**config.mk**
```make
export PLATFORM = sky130hd
export DESIGN_NAME = stereo_magnitude_serializer
export DESIGN_NICKNAME = d
export VERILOG_FILES = /design/src/rtl/stereo_magnitude_pkg.sv /design/src/rtl/magnitude_abs.sv /design/src/rtl/stereo_magnitude_serializer.sv
export SDC_FILE = /design/constraint.sdc
export NUM_CORES = 1
export LEC_CHECK = 0
export BUFFER_PORTS_ARGS = -buffer_cell sky130_fd_sc_hd__buf_2
export CAP_MARGIN = 40
export CELL_PAD_IN_SITES_DETAIL_PLACEMENT = 1
export CELL_PAD_IN_SITES_GLOBAL_PLACEMENT = 2
export CORE_UTILIZATION = 23
export CTS_BUF_LIST = sky130_fd_sc_hd__clkbuf_4 sky130_fd_sc_hd__clkbuf_8 sky130_fd_sc_hd__clkbuf_16
export DETAILED_ROUTE_END_ITERATION = 8
export GPL_TIMING_DRIVEN = 0
export PLACE_DENSITY = 0.6
export SETUP_SLACK_MARGIN = 0.15
export SLEW_MARGIN = 20
export SYNTH_ARGS = -nofsm -noshare
export SYNTH_HDL_FRONTEND = slang
export SYNTH_SLANG_ARGS = --single-unit
```
**constraint.sdc**
```tcl
create_clock -name clk -period 2.6 [get_ports clk]
set_input_delay 0.52 -clock clk [delete_from_list [all_inputs] [get_ports clk]]
set_output_delay 0.52 -clock clk [all_outputs]
set_load 0.005 [all_outputs]
```
**src/rtl/stereo_magnitude_pkg.sv**
```systemverilog
// Shared types and widths for the level-meter chain.
// Magnitude width downstream is default_width-1.
package stereo_magnitude_pkg;

  localparam int default_width = 16;

  typedef enum logic [1:0] {
    EMPTY = 2'd0,
    LEFT  = 2'd1,
    RIGHT = 2'd2
  } state_t;

endpackage

```
**src/rtl/magnitude_abs.sv**
```systemverilog
// Saturating absolute value of a two's complement sample.
// Also flags samples at either full-scale code.
module magnitude_abs #(
  parameter int width = 16
) (
  input  logic [width-1:0] x,
  output logic [width-2:0] mag,
  output logic             is_full_scale
);

  localparam logic [width-1:0] most_neg = {1'b1, {(width-1){1'b0}}};
  localparam logic [width-1:0] most_pos = ~most_neg;

  logic [width-1:0] neg;

  assign neg = '0 - x;

  // -most_neg does not fit, so it clamps to the largest magnitude
  assign mag = (x == most_neg) ? most_pos[width-2:0] :
               x[width-1]      ? neg[width-2:0]      :
                                 x[width-2:0];

  assign is_full_scale = (x == most_neg) || (x == most_pos);

endmodule

```
**src/rtl/stereo_magnitude_serializer.sv**
```systemverilog
// Stereo pair -> L,R magnitude beats with a one-pair holding register.
// Define STEREO_MAGNITUDE_CLIP_FLAG_EN to add the o_clip output.
module stereo_magnitude_serializer
  import stereo_magnitude_pkg::*;
#(
  parameter int width = default_width
) (
  input  logic             clk,
  input  logic             reset_n,
  input  logic             i_valid,
  output logic             i_ready,
  input  logic [width-1:0] i_left,
  input  logic [width-1:0] i_right,
  output logic             o_valid,
  input  logic             o_ready,
  output logic             o_is_left,
`ifdef STEREO_MAGNITUDE_CLIP_FLAG_EN
  output logic             o_clip,
`endif
  output logic [width-2:0] o_value
);

  state_t           state;
  logic [width-2:0] abs_l;
  logic [width-2:0] abs_r;
  logic [width-2:0] mag_l;
  logic [width-2:0] mag_r;
  logic             accept;

  assign i_ready = (state == EMPTY) ||
                   ((state == RIGHT) && o_ready);
  assign accept  = i_valid && i_ready;

`ifdef STEREO_MAGNITUDE_CLIP_FLAG_EN
  logic fs_l;
  logic fs_r;
  logic clip_l;
  logic clip_r;

  magnitude_abs #(.width(width)) u_abs_l (
    .x(i_left), .mag(abs_l), .is_full_scale(fs_l)
  );
  magnitude_abs #(.width(width)) u_abs_r (
    .x(i_right), .mag(abs_r), .is_full_scale(fs_r)
  );

  always_ff @(posedge clk or negedge reset_n) begin
    if (!reset_n) begin
      clip_l <= 1'b0;
      clip_r <= 1'b0;
      o_clip <= 1'b0;
    end else if (accept) begin
      clip_l <= fs_l;
      clip_r <= fs_r;
      o_clip <= fs_l;
    end else if (o_ready && state == LEFT) begin
      o_clip <= clip_r;
    end
  end
`else
  magnitude_abs #(.width(width)) u_abs_l (
    .x(i_left), .mag(abs_l), .is_full_scale()
  );
  magnitude_abs #(.width(width)) u_abs_r (
    .x(i_right), .mag(abs_r), .is_full_scale()
  );
`endif

  // Reload in RIGHT goes straight to LEFT, keeping 1 pair / 2 cycles
  always_ff @(posedge clk or negedge reset_n) begin
    if (!reset_n) begin
      state     <= EMPTY;
      mag_l     <= '0;
      mag_r     <= '0;
      o_valid   <= 1'b0;
      o_is_left <= 1'b0;
      o_value   <= '0;
    end else if (accept) begin
      state     <= LEFT;
      mag_l     <= abs_l;
      mag_r     <= abs_r;
      o_valid   <= 1'b1;
      o_is_left <= 1'b1;
      o_value   <= abs_l;
    end else if (o_ready) begin
      case (state)
        LEFT: begin
          state     <= RIGHT;
          o_is_left <= 1'b0;
          o_value   <= mag_r;
        end
        RIGHT: begin
          state     <= EMPTY;
          o_valid   <= 1'b0;
          o_is_left <= 1'b0;
        end
        default: state <= EMPTY;
      endcase
    end
  end

endmodule
```
==> summary.md <==
| Metric | Value |
|---|---|
| Ant. Diodes | 0 |
| CTS Buf Count | 5 |
| CTS Hold Bufs | 0 |
| Detailed Place HPWL | 4800 um |
| Clk_skew | 5.735 ps |
| RSZ-0062 raised after global routing | true |
| Synthesized area per cell | 9.359 um2 |
| P per Cell Area | 918.8 nW/um2 |
| Via count | 1909 |
| Boundary Pins | 54 |
| DR top layer | met4 |
| Worst skew pair latency | 280 ps |
| Fin util | 0.3048 |
| Num rows | 34 |
| Layout Nets | 329 |
| Initial DRT Pass Iterations | 6 |
| Number of enable flip-flop cells after synthesis | 0 |
| Fin area | 2684 um2 |
| Setup violators final | 0 |
| M1 WL | 3086 um |
| Layout cell share with drive strength beyond 1 | 0.3114 |
| Ranking of synthesized cells by area | dfrtp_1 (40%), a221oi_2 (7.1%), xor2_1 (6.7%) |
| CP Data Required Time | 2790 ps |
| Type of the worst min-delay path | input pin to asynchronous set/reset pin |
| Vias in the first global route | 1963 |
| CP Class | input pin to register |
| H-tree levels | 2 |
| CTS tree | done |
| Leakage Power | 1.176 nW |
| Area occupied by multi-input gates | 1150 um2 |
| Hold Vio Cnt, Final | 0 |
| Worst setup endpoint | o_value[3]$_DFFE_PN0P_ |
| IO buf count | 52 |
| Core area | 8806 um2 |
| Synth Flop Type | dfrtp_1 |
| Avg WL per Cell | 15.57 um |
| CTS sink count | 34 |
| Gr usage total | 0.1389 |
| DP Cell Count | 385 |
| Placed Area | 2501 um2 |
| Grt total ovfl | 0 |
| R2r setup slk | 530 ps |
| CP endpoint kind | register |
| DR DRC count | 10 |
| Seq/Total Area, Yosys | 0.4040 |
| Initial antenna violation count | 0 |
| RD Place Congestion | 0.7714 |
| Starting Density | 0.2391 |
| Register area | 850.8 um2 |
| CTS root buf | clkbuf_8 |
| Syn Inst Count | 225 |
| Synth warn | 0 |
| DR WL met3 | 251 um |
| Max Clk Rate | 414.3 MHz |
| Setup tns final | 0 ps |
| WHS | 70.60 ps |
| Die area | 9542 um2 |
| FF-to-FF End | o_value[10]$_DFFE_PN0P_ |
| Area share of the leading cell type in the synthesized netlist | 0.4040 |
| CTS max path bufs | 2 |
| Most common library cells after synthesis | dfrtp_1 (34), nor2_1 (27), a21oi_1 (17), xor2_1 (16), inv_1 (14) |
| CP startpoint kind | input pin |
| Failing checks | DRC |
| Most frequent cell after synthesis | dfrtp_1 |
| Syn-to-layout area delta | 27.45% |
| Max FO, Critical Path | 5 |
| Max-Cap Viols | 0 |
| Synth async-reset ratio | 1.000 |
| Average vias per placed instance | 4.809 |
| Die height | 97.69 um |
| Total Wirelength | 6180 um |
| Worst Setup SP | i_left[5] |
| Die W | 97.69 um |
| First-pass GRT wire length | 10440 um |
| Drt initial violations | 52 |
| Met2 wire length | 2745 um |
| Actual slew at the worst max-slew pin | 586.1 ps |
| Run status | finished with violations |
| Reg clk slew, reported paths | 70 ps |
| Mapped Nets | 266 |
| Largest net degree at the start of global routing | 35 |
| Filler Cell Count | 1048 |
| Finished Layout Cells | 397 |
| Slew HR | 0.6093 |
| Register bit total from synthesis | 34 |
| Dominant cell type by area after synthesis | dfrtp_1 |
| Post-DRT Antenna Nets | 0 |
| Fin. max-slew vios | 0 |
| Synthesized cell area | 2106 um2 |
| Library cells used by synthesis | 36 |
| RR Startpoint | state[0]$_DFFE_PN0P_ |
| R2R depth | 8 |
| WP data arrival | 2610 ps |
| Fin crit share | 0.9283 |
| Tmin final | 2413 ps |
| Worst vdd ir | 252.9 uV |
## layout make-up
cell class                      instances  area share
Multi-Input combinational cell        162      0.4284
Sequential cell                        34      0.3170
Timing Repair Buffer                   56      0.1184
Tap cell                              108     0.05035
Clock buffer                            7     0.03357
Buffer                                 15     0.03077
Inverter                               14     0.01958
Clock inverter                          1    0.001865
## per-layer routing
metal | vias to the layer above | track usage
met5 | - | 0
met3 | 6 | 0.02374
met1 | 908 | 0.1942
met4 | 0 | 0.04895
li1 | 949 | -
met2 | 46 | 0.2144
## sequential cells by signal, summed over array words and instances, names as in the netlist
register   flops
mag_r         15
o_value       15
state          2
o_is_left      1
o_valid        1
## stage by stage
| step | power (W) | setup slack (ps) |
|---|---|---|
| 2_1_floorplan | 0.001628 | 105.0 |
| 3_3_place_gp | 0.002043 | -180.2 |
| 3_5_place_dp | 0.002068 | -200.3 |
| 4_1_cts | 0.002510 | 118.1 |
| 5_1_grt | 0.002700 | 116.8 |
| 6_report | 0.002466 | 186.5 |
## report_power, final
part,leakage (nW),internal (W),switching [W]
sequential,0.384,0.000796,0.000124
combinational,0.740,0.000485,0.000647
clock,0.0517,0.000224,0.000190
total,1.18,0.00150,0.000961
## logic make-up (layout without fill, tap and decap cells)
logic type                 count (synthesis)  in the layout  synth area share
AOI/OAI and AO/OA                         67             67            0.2525
and+or+nand+nor                           64             64            0.1450
DFF                                       34             34            0.4040
buffers and inverters                     29             93           0.05644
xor gates and xnor gates                  20             20           0.08318
muxes                                      6              6           0.02912
adders and majority gates                  5              5           0.02971
## worst max-delay path, stage by stage
cell and delay (ps):
buf_6 100, or4_4 520, buf_6 130, or4_4 410, buf_6 130, o41a_1 360
buf_6 160, a221oi_2 270
## cell usage in the layout (no fill, tap or decap), types with 3 or more instances in the layout
cell | netlist | final
clkbuf_1 | 12 | 9
nor2_1 | 27 | 27
or3_1 | 5 | 5
xnor2_1 | 4 | 4
xor2_1 | 16 | 16
a21oi_1 | 17 | 17
o31ai_1 | 7 | 7
buf_2 | 2 | 49
or2_2 | 3 | 3
mux2i_1 | 5 | 5
o221ai_1 | 4 | 4
nand2_1 | 13 | 13
nand3_1 | 3 | 3
dfrtp_1 | 34 | 34
clkbuf_2 | 0 | 3
or4_1 | 5 | 3
a221oi_2 | 10 | 10
inv_1 | 14 | 14
ha_1 | 5 | 5
clkbuf_8 | 0 | 6
o41ai_1 | 6 | 6
buf_4 | 0 | 4
o21ai_0 | 12 | 12
buf_6 | 1 | 5
## worst min path at each step
stage	endpoint	slack (ps)	depth (start not counted)
floorplan	mag_r[0]$_DFFE_PN0P_	220	0
global placement	o_is_left$_DFFE_PN0P_	460	2
detailed placement	o_valid$_DFFE_PN0P_	460	2
CTS	state[1]$_DFFE_PN0P_	340	1
global route	state[1]$_DFFE_PN0P_	60	1
finish	state[1]$_DFFE_PN0P_	70	1
## repair_timing
item,in CTS,in global routing
setup endpoints to repair,10,23
buffers inserted,2,0
gates cloned,1,0
gates resized for setup,12,5
pin swaps,3,1
(Power assumes the default switching activity.)
